--- config.mk ---
export PLATFORM = sky130hd
export DESIGN_NAME = swap_cmd_ctrl_flat
export DESIGN_NICKNAME = d
export VERILOG_FILES = /design/src/rtl/swap_cmd_ctrl_if.sv /design/src/rtl/swap_cmd_ctrl.sv /design/src/flat_wrapper.sv
export SDC_FILE = /design/constraint.sdc
export NUM_CORES = 1
export LEC_CHECK = 0
export BUFFER_PORTS_ARGS = -buffer_cell sky130_fd_sc_hd__buf_2
export CORE_MARGIN = 4
export CORE_UTILIZATION = 40
export DETAILED_ROUTE_END_ITERATION = 16
export PLACE_DENSITY_LB_ADDON = 0.15
export SLEW_MARGIN = 20
export SYNTH_ARGS = -nofsm -noshare
export SYNTH_HDL_FRONTEND = slang
export SYNTH_SLANG_ARGS = --single-unit
--- constraint.sdc ---
create_clock -name clk -period 2.71 [get_ports clk]
set_input_delay 0.542 -clock clk [delete_from_list [all_inputs] [get_ports clk]]
set_output_delay 0.542 -clock clk [all_outputs]
set_load 0.01 [all_outputs]
--- src/rtl/swap_cmd_ctrl_if.sv ---
// rtl/swap_cmd_ctrl_if.sv - request/response, crossbar event and remap-port bundle for swap_cmd_ctrl
interface swap_cmd_ctrl_if #(
  parameter int N_INIT_PORT = 8,
  parameter int LOG_N_INIT  = 3
);
  logic                              req_valid_i;
  logic                              req_ready_o;
  logic [LOG_N_INIT-1:0]             req_source_i;
  logic [LOG_N_INIT-1:0]             req_target_i;
  logic                              aw_issue_i;
  logic                              ar_issue_i;
  logic                              b_done_i;
  logic                              r_done_i;
  logic                              block_o;
  logic                              select_o;
  logic [LOG_N_INIT-1:0]             source_o;
  logic [LOG_N_INIT-1:0]             target_o;
  logic [N_INIT_PORT*LOG_N_INIT-1:0] map_o;
  logic                              resp_valid_o;
  logic                              resp_ready_i;
  logic [1:0]                        resp_err_o;

  // Controller side
  modport slave (
    input  req_valid_i, req_source_i, req_target_i,
    input  aw_issue_i, ar_issue_i, b_done_i, r_done_i, resp_ready_i,
    output req_ready_o, block_o, select_o, source_o, target_o, map_o,
    output resp_valid_o, resp_err_o
  );

  // Requester / crossbar side
  modport master (
    output req_valid_i, req_source_i, req_target_i,
    output aw_issue_i, ar_issue_i, b_done_i, r_done_i, resp_ready_i,
    input  req_ready_o, block_o, select_o, source_o, target_o, map_o,
    input  resp_valid_o, resp_err_o
  );
endinterface

--- src/rtl/swap_cmd_ctrl.sv ---
// rtl/swap_cmd_ctrl.sv - quiesce-and-remap command controller with shadow remap table
module swap_cmd_ctrl #(
  parameter int N_INIT_PORT = 8,
  parameter int LOG_N_INIT  = 3,
  parameter int CNT_W       = 5,
  parameter int TO_W        = 8
) (
  input logic             clk,
  input logic             rst_n,
  swap_cmd_ctrl_if.slave  bus
);
  typedef enum logic [1:0] {IDLE, DRAIN, APPLY, RESP} state_t;

  localparam logic [LOG_N_INIT:0] N_LIM   = (LOG_N_INIT+1)'(N_INIT_PORT);
  localparam logic [CNT_W+1:0]    CNT_MAX = (CNT_W+2)'((1 << CNT_W) - 1);

  state_t                            state_q;
  logic [CNT_W-1:0]                  cnt_q;
  logic [TO_W-1:0]                   to_q;
  logic [LOG_N_INIT-1:0]             src_q, tgt_q;
  logic [LOG_N_INIT-1:0]             source_q, target_q;
  logic [N_INIT_PORT*LOG_N_INIT-1:0] map_q;
  logic                              block_q, select_q, resp_valid_q;
  logic [1:0]                        err_q;

  logic [CNT_W+1:0] cnt_up, cnt_dn, cnt_diff;
  logic [CNT_W-1:0] cnt_nxt;
  logic [TO_W-1:0]  to_nxt;
  logic             bad_idx;
  logic             issue_now;

  // Net outstanding update: issues minus completions, clamped to [0, 2^CNT_W-1]
  always_comb begin
    cnt_up   = {2'b00, cnt_q} + {{(CNT_W+1){1'b0}}, bus.aw_issue_i}
                              + {{(CNT_W+1){1'b0}}, bus.ar_issue_i};
    cnt_dn   = {{(CNT_W+1){1'b0}}, bus.b_done_i} + {{(CNT_W+1){1'b0}}, bus.r_done_i};
    cnt_diff = cnt_up - cnt_dn;
    cnt_nxt  = cnt_q;
    if (cnt_dn > cnt_up)
      cnt_nxt = '0;
    else if (cnt_diff > CNT_MAX)
      cnt_nxt = '1;
    else
      cnt_nxt = cnt_diff[CNT_W-1:0];
  end

  assign bad_idx   = ({1'b0, bus.req_source_i} >= N_LIM) || ({1'b0, bus.req_target_i} >= N_LIM);
  assign issue_now = bus.aw_issue_i || bus.ar_issue_i;
  assign to_nxt    = to_q + 1'b1;

  // Outstanding-transaction counter runs in every state
  always_ff @(posedge clk) begin
    if (!rst_n)
      cnt_q <= '0;
    else
      cnt_q <= cnt_nxt;
  end

  // Request sequencing: validate, drain, strobe the decoder, report
  always_ff @(posedge clk) begin
    if (!rst_n) begin
      state_q      <= IDLE;
      to_q         <= '0;
      src_q        <= '0;
      tgt_q        <= '0;
      source_q     <= '0;
      target_q     <= '0;
      block_q      <= 1'b0;
      select_q     <= 1'b0;
      resp_valid_q <= 1'b0;
      err_q        <= 2'd0;
      for (int i = 0; i < N_INIT_PORT; i++)
        map_q[i*LOG_N_INIT +: LOG_N_INIT] <= LOG_N_INIT'(i);
    end else begin
      case (state_q)
        IDLE: begin
          if (bus.req_valid_i) begin
            src_q <= bus.req_source_i;
            tgt_q <= bus.req_target_i;
            if (bad_idx) begin
              state_q      <= RESP;
              resp_valid_q <= 1'b1;
              err_q        <= 2'd1;
            end else begin
              state_q <= DRAIN;
              block_q <= 1'b1;
              to_q    <= '0;
            end
          end
        end
        DRAIN: begin
          if (cnt_q == '0 && !issue_now) begin
            state_q  <= APPLY;
            select_q <= 1'b1;
            source_q <= src_q;
            target_q <= tgt_q;
          end else begin
            to_q <= to_nxt;
            if (to_nxt == {TO_W{1'b1}}) begin
              state_q      <= RESP;
              resp_valid_q <= 1'b1;
              err_q        <= 2'd2;
            end
          end
        end
        APPLY: begin
          // Shadow table changes on the same edge the decoder samples select
          select_q                               <= 1'b0;
          map_q[src_q*LOG_N_INIT +: LOG_N_INIT] <= tgt_q;
          state_q                                <= RESP;
          resp_valid_q                           <= 1'b1;
          err_q                                  <= 2'd0;
        end
        RESP: begin
          if (bus.resp_ready_i) begin
            state_q      <= IDLE;
            resp_valid_q <= 1'b0;
            block_q      <= 1'b0;
          end
        end
        default: state_q <= IDLE;
      endcase
    end
  end

  assign bus.req_ready_o  = (state_q == IDLE);
  assign bus.block_o      = block_q;
  assign bus.select_o     = select_q;
  assign bus.source_o     = source_q;
  assign bus.target_o     = target_q;
  assign bus.map_o        = map_q;
  assign bus.resp_valid_o = resp_valid_q;
  assign bus.resp_err_o   = err_q;
endmodule

--- src/flat_wrapper.sv ---
// flat-port wrapper written by rule: the top's interface ports become plain ports
module swap_cmd_ctrl_flat 
#(
  parameter int N_INIT_PORT = 8,
  parameter int LOG_N_INIT  = 3,
  parameter int CNT_W       = 5,
  parameter int TO_W        = 8
)
  (clk, rst_n, bus_req_valid_i, bus_req_source_i, bus_req_target_i, bus_aw_issue_i, bus_ar_issue_i, bus_b_done_i, bus_r_done_i, bus_resp_ready_i, bus_req_ready_o, bus_block_o, bus_select_o, bus_source_o, bus_target_o, bus_map_o, bus_resp_valid_o, bus_resp_err_o);
  swap_cmd_ctrl_if #(.N_INIT_PORT(N_INIT_PORT), .LOG_N_INIT(LOG_N_INIT)) bus_i ();
  input logic clk;
  input logic rst_n;
  input wire logic [$bits(bus_i.req_valid_i)-1:0] bus_req_valid_i;
  input wire logic [$bits(bus_i.req_source_i)-1:0] bus_req_source_i;
  input wire logic [$bits(bus_i.req_target_i)-1:0] bus_req_target_i;
  input wire logic [$bits(bus_i.aw_issue_i)-1:0] bus_aw_issue_i;
  input wire logic [$bits(bus_i.ar_issue_i)-1:0] bus_ar_issue_i;
  input wire logic [$bits(bus_i.b_done_i)-1:0] bus_b_done_i;
  input wire logic [$bits(bus_i.r_done_i)-1:0] bus_r_done_i;
  input wire logic [$bits(bus_i.resp_ready_i)-1:0] bus_resp_ready_i;
  output wire logic [$bits(bus_i.req_ready_o)-1:0] bus_req_ready_o;
  output wire logic [$bits(bus_i.block_o)-1:0] bus_block_o;
  output wire logic [$bits(bus_i.select_o)-1:0] bus_select_o;
  output wire logic [$bits(bus_i.source_o)-1:0] bus_source_o;
  output wire logic [$bits(bus_i.target_o)-1:0] bus_target_o;
  output wire logic [$bits(bus_i.map_o)-1:0] bus_map_o;
  output wire logic [$bits(bus_i.resp_valid_o)-1:0] bus_resp_valid_o;
  output wire logic [$bits(bus_i.resp_err_o)-1:0] bus_resp_err_o;
  assign bus_i.req_valid_i = bus_req_valid_i;
  assign bus_i.req_source_i = bus_req_source_i;
  assign bus_i.req_target_i = bus_req_target_i;
  assign bus_i.aw_issue_i = bus_aw_issue_i;
  assign bus_i.ar_issue_i = bus_ar_issue_i;
  assign bus_i.b_done_i = bus_b_done_i;
  assign bus_i.r_done_i = bus_r_done_i;
  assign bus_i.resp_ready_i = bus_resp_ready_i;
  assign bus_req_ready_o = bus_i.req_ready_o;
  assign bus_block_o = bus_i.block_o;
  assign bus_select_o = bus_i.select_o;
  assign bus_source_o = bus_i.source_o;
  assign bus_target_o = bus_i.target_o;
  assign bus_map_o = bus_i.map_o;
  assign bus_resp_valid_o = bus_i.resp_valid_o;
  assign bus_resp_err_o = bus_i.resp_err_o;
  swap_cmd_ctrl #(.N_INIT_PORT(N_INIT_PORT), .LOG_N_INIT(LOG_N_INIT), .CNT_W(CNT_W), .TO_W(TO_W)) u_core (.clk(clk), .rst_n(rst_n), .bus(bus_i));
endmodule
==> results.toml, run 1 <==
[grt]
grt_pass1_vias = 2225
grt_max_degree = 36
grt_use_total = 0.148
grt_overflow = 0
grt_pass1_wl_um = 10500
antenna_found_initial = 0

[min_path]
whs_endpoint = "u_core.bus.target_o[0]$_SDFFE_PN0P_"
hold_depth = 2
hold_path_class = "reg -> reg"
hold_path_startpoint = "u_core.bus.target_o[0]$_SDFFE_PN0P_"

[timing]
rsz0062_at_grt = "false"
setup_ws_ps = 268
period_minus_slack_ps = 2440
slew_headroom = 0.590
finalHoldViolations = 0
fmax_mhz = 410
setup_viol = 0
tightestPinTransition_ps = 614
finalMaxSlewViolations = 0
setup_tns_ps = 0
fin_skew_ps = 10.7
period_share = 0.901

[synthesis]
synth_nets = 366
syn_area_per_cell_sq_um = 8.74
synth-main-ff-cell = "dfxtp_1"
synth.area.top_cells = "dfxtp_1, ha_1, nand2_1"
ys_types = 48
ys_seq_area_frac = 0.378
synth_edf_count = 0
synthArstFlopShare = 0
syn-cell-area_sq_um = 2910
synth_top_area_share = 0.378
synth_area_leader_cell = "dfxtp_1"
ys_ff_latch = 55
ys_warn_count = 0
synthCells = 333

[floorplan]
die-area_sq_um = 8700
design.portCount = 50
placementRows = 30
initial_core_util = 0.419
fp.dieW_um = 93.3
die_y_um = 93.3
core-area_sq_um = 6940

[critical_path]
r2r_start = "u_core.cnt_q[0]$_SDFF_PP0_"
crit_top_cell = "ha_1"
rrSetupSlack_ps = 290
reg2reg_to = "u_core.cnt_q[0]$_SDFF_PP0_"
worstSetupStartpoint = "bus_aw_issue_i"
critical_path.startpoint_type = "input pin"
crit_type = "in -> reg"
worstPathCellList = "buf_2, ha_1, ha_1, ha_1, ha_1, a21oi_1, and2_1, nand2_1, o31ai_4, a21oi_1"
worst-path-max-fanout = 5
arrival_ps = 2620
slowest_delay_ps = 350
cpMaxStageDelayCell = "o31ai_4"
cp-end-kind = "flip-flop"
cp.required_ps = 2890
ff2ff_path_depth = 9

[pwr]
p_per_area_nw_per_um2 = 790
peakVddDrop_uv = 422
power_frac_comb = 0.414
intPower_mw = 1.64
power_frac_seq = 0.382
clkPwrFrac = 0.204
swShare = 0.384
power.switching_mw = 1.02
p_leak_nw = 1.43

[layout]
seq_area_sq_um = 1100
fillCellCount = 681
final_cells = 477
finish.utilization = 0.485
multi_input_area_sq_um = 1700
fin_nets = 413
drive_gt1_frac = 0.199
diodes = 0
syn_to_final_growth_pct = 15.8

[route]
drc = 0
vias_per_cell = 4.98
dr.pass1.iters = 4
vias = 2376
antenna_left = 0
wl_per_cell_um = 13.1
drtIter0Drc = 78
drt_wl_total_um = 6240

[clock_network]
ctsResizeCount = 0
clk_pin_slew_ps = 100
cts_hold_buf = 0
clock_latency_ps = 300
htreeDepth = 2
cts_tree = "yes"
post-cts-setup-buffers = 0
cts-buffers-inserted = 5
clk_path_buf_depth = 2
cts_root_buf = "clkbuf_8"
cts_num_sinks = 55

[placed_design]
globalplace.congestion = 0.798
hpwlAfterDp_um = 4670
dpl_worst_slack_ps = -59.1
io_buffers = 48
dp_cells = 469

[run]
maxCapViolations = 0

[status]
outcome = "finished, final reports clean"
flip-flops by register name, summed over array words and instances (netlist names):
signal and flops:
u_core.bus.source_o 3, u_core.to_q 8, u_core.cnt_q 5, u_core.bus.select_o 1, u_core.bus.resp_valid_o 1, u_core.src_q 3
u_core.bus.resp_err_o 1, u_core.tgt_q 3, u_core.bus.map_o 24, u_core.state_q 2, u_core.bus.target_o 3, u_core.bus.block_o 1
Yosys cell counts, types with 2 or more instances:
cell type	number
a21boi_0	10
a21oi_1	13
a31oi_1	2
and2_1	6
and3_1	6
clkbuf_1	12
dfxtp_1	55
ha_1	18
inv_1	13
mux2i_1	17
nand2_1	54
nand2b_1	2
nand3_1	21
nor2_1	13
nor2b_1	22
nor3_1	4
nor3b_1	2
o211a_1	2
o211ai_1	7
o21ai_0	16
o21ai_1	2
xnor2_1	5
xor2_1	6
layout make-up:
class	instances	share of cell area
multi-input cells	251	0.505
flip-flops and latches	55	0.327
repair buffers	54	0.0847
well taps	96	0.0356
clock buffers	5	0.0204
inverters	13	0.0145
clock inverters	3	0.0130
worst max path at each step:
stage,depth (start not counted),slack (ps),endpoint
3_3_place_gp,10,-10,u_core.cnt_q[2]$_SDFF_PP0_
6_report,10,270,u_core.cnt_q[0]$_SDFF_PP0_
3_5_place_dp,10,-60,u_core.cnt_q[0]$_SDFF_PP0_
4_1_cts,10,270,u_core.cnt_q[0]$_SDFF_PP0_
5_1_grt,9,90,u_core.cnt_q[0]$_SDFF_PP0_
2_1_floorplan,9,130,u_core.cnt_q[0]$_SDFF_PP0_
cells in the final DEF (no fill, tap or decap), types with 2 or more instances in the layout:
master,instances
dfxtp_1,55
xor2_1,6
inv_1,13
nand2_1,54
clkbuf_8,5
and3_1,6
nor2b_1,22
a31oi_1,2
xnor2_1,5
a21oi_1,13
nand3_1,21
and2_1,6
o21ai_1,2
nor3_1,4
o211ai_1,7
buf_2,48
nor3b_1,2
o21ai_0,16
o211a_1,2
nand2b_1,2
ha_1,18
buf_4,6
mux2i_1,17
a21boi_0,10
nor2_1,13
stage by stage:
stage / instance area, sq um / total power [mW] / hold WS (ps)
after detailed placement: 3260 / 2.14 / 460
after global placement: 3260 / 2.13 / 451
final: 3370 / 2.66 / 474
after CTS: 3370 / 2.70 / 479
after global routing: 3370 / 2.88 / 493
after floorplan: 2910 / 1.85 / 476
logic make-up after synthesis:
| kind of cell | after synthesis | share of synthesized area |
|---|---|---|
| simple gates | 136 | 0.235 |
| mux | 17 | 0.0585 |
| other cells | 1 | 0.00129 |
| fa+ha+maj | 19 | 0.0843 |
| xor+xnor | 13 | 0.0443 |
| buf+inv | 27 | 0.0366 |
| compound gates | 65 | 0.161 |
| flops | 55 | 0.378 |
power groups by stage:
stage,Sequential (mW),Clock [mW],Combinational [mW]
final,1.02,0.543,1.10
after global routing,1.04,0.601,1.25
after CTS,1.02,0.570,1.11
after detailed placement,1.03,0,1.10
after global placement,1.04,0,1.09
after floorplan,1.00,0,0.842
layer usage:
layer	GRT usage	wire length, um	up-vias
met4	0.0366	50	0
met1	0.210	3160	1104
li1	-	-	1230
met2	0.230	2810	38
met3	0.0282	227	4
met5	0	0	-
worst max-delay path, delay by kind of cell:
| kind | cells | cell delay [ps] |
|---|---|---|
| buffers and inverters | 1 | 110 |
| adder cells (fa/ha/maj) | 4 | 1120 |
| AND/OR/NAND/NOR | 2 | 280 |
| AO/OA/AOI/OAI | 3 | 580 |
Power figures use the tool's default switching activity.
==> run 2, diff against run 1 <==
- CORE_UTILIZATION: 40 -> 50
- SETUP_SLACK_MARGIN: default -> 0.3
==> results.toml, run 2 (synthesized netlist as in run 1, its figures left out) <==
[status]
outcome = "finished, final reports clean"

[route]
dr.pass1.iters = 4
drtIter0Drc = 112
drc = 0
drt_wl_total_um = 6180
vias = 2367
antenna_left = 0
vias_per_cell = 5.28
wl_per_cell_um = 13.8

[floorplan]
core-area_sq_um = 5570
placementRows = 27
die-area_sq_um = 7100
design.portCount = 50
initial_core_util = 0.522
fp.dieW_um = 84.3
die_y_um = 84.3

[layout]
final_cells = 448
syn_to_final_growth_pct = 14.7
finish.utilization = 0.598
largest_register_ffs = 24
fin_area_sq_um = 3340
final_cell_mix = "nand2_1, dfxtp_1, buf_2"
diodes = 0
fin_nets = 408
drive_gt1_frac = 0.210

[timing]
setup_viol = 0
period_minus_slack_ps = 2290
fmax_mhz = 438
worst_hold_slack_ps = 476
setup_tns_ps = 0
finalHoldViolations = 0
fin_skew_ps = 13.8
slew_headroom = 0.449
rsz0062_at_grt = "false"
period_share = 0.843
setup_ws_ps = 424
tightestPinTransition_ps = 827
finalMaxSlewViolations = 0

[critical_path]
arrival_ps = 2520
cp-end-kind = "flip-flop"
cp.required_ps = 2950
crit_type = "in -> reg"
worst-path-max-fanout = 5
rrSetupSlack_ps = 440
critical_path.startpoint_type = "input pin"

[pwr]
p_total_mw = 2.61
p_per_area_nw_per_um2 = 784
p_leak_nw = 1.40
peakVddDrop_uv = 554

[clock_network]
cts_tree = "yes"
cts-buffers-inserted = 5
cts_root_buf = "clkbuf_8"
clk_path_buf_depth = 2
clk_pin_slew_ps = 100
htreeDepth = 2
clock_latency_ps = 320
cts_num_sinks = 55

[placed_design]
place_area_sq_um = 3230
dpl_worst_slack_ps = 96.7
globalplace.congestion = 0.774
dp_cells = 439
io_buffers = 48
hpwlAfterDp_um = 4540

[grt]
grt_pass1_vias = 2300
grt_pass1_wl_um = 10500
grt_use_total = 0.177
grt_max_degree = 54
grt_overflow = 0
antenna_found_initial = 0

[min_path]
hold_path_class = "reg -> reg"

[run]
maxCapViolations = 0
==> run 2: worst max-delay path: stages <==
cell and delay (ps):
buf_2 120, ha_2 190, ha_4 260, ha_4 250, ha_1 300, a21oi_2 130, and2_1 160, o21ai_1 90
o31a_4 310, a31oi_2 160
==> run 2: layer usage <==
layer  global-route usage  wire length [um]
met3               0.0363               283
met1                0.219              2860
met5                    0                 0
met4               0.0482                72
met2                0.312              2960
==> run 2: layout make-up <==
cell class              instances  area [sq um]
fillers                       536          2240
multi-input cells             251          1760
flip-flops and latches         55          1100
repair buffers                 49           248
well taps                      72          90.1
clock buffers                   5          68.8
inverters                      13          48.8
clock inverters                 3          22.5
==> run 2: worst paths after layout <==
kind	start	endpoint	cells after the start
max reg2reg	u_core.cnt_q[0]$_SDFF_PP0_	u_core.cnt_q[3]$_SDFF_PP0_	9
min reg2reg	u_core.bus.target_o[2]$_SDFFE_PN0P_	u_core.bus.target_o[2]$_SDFFE_PN0P_	2
min	u_core.bus.target_o[2]$_SDFFE_PN0P_	u_core.bus.target_o[2]$_SDFFE_PN0P_	2
max	bus_aw_issue_i	u_core.cnt_q[3]$_SDFF_PP0_	10
==> run 2: report_power, final <==
part / internal [mW] / switching [mW]
sequential: 0.901 / 0.128
clock: 0.186 / 0.281
combinational: 0.475 / 0.642
==> run 2: timing repair <==
| action | CTS | global route |
|---|---|---|
| hold buffers | 0 | 0 |
| endpoints found under the setup margin | 0 | 5 |
| hold endpoints to repair | 0 | 0 |
| resized for setup | 0 | 2 |
| setup buffers | 0 | 1 |
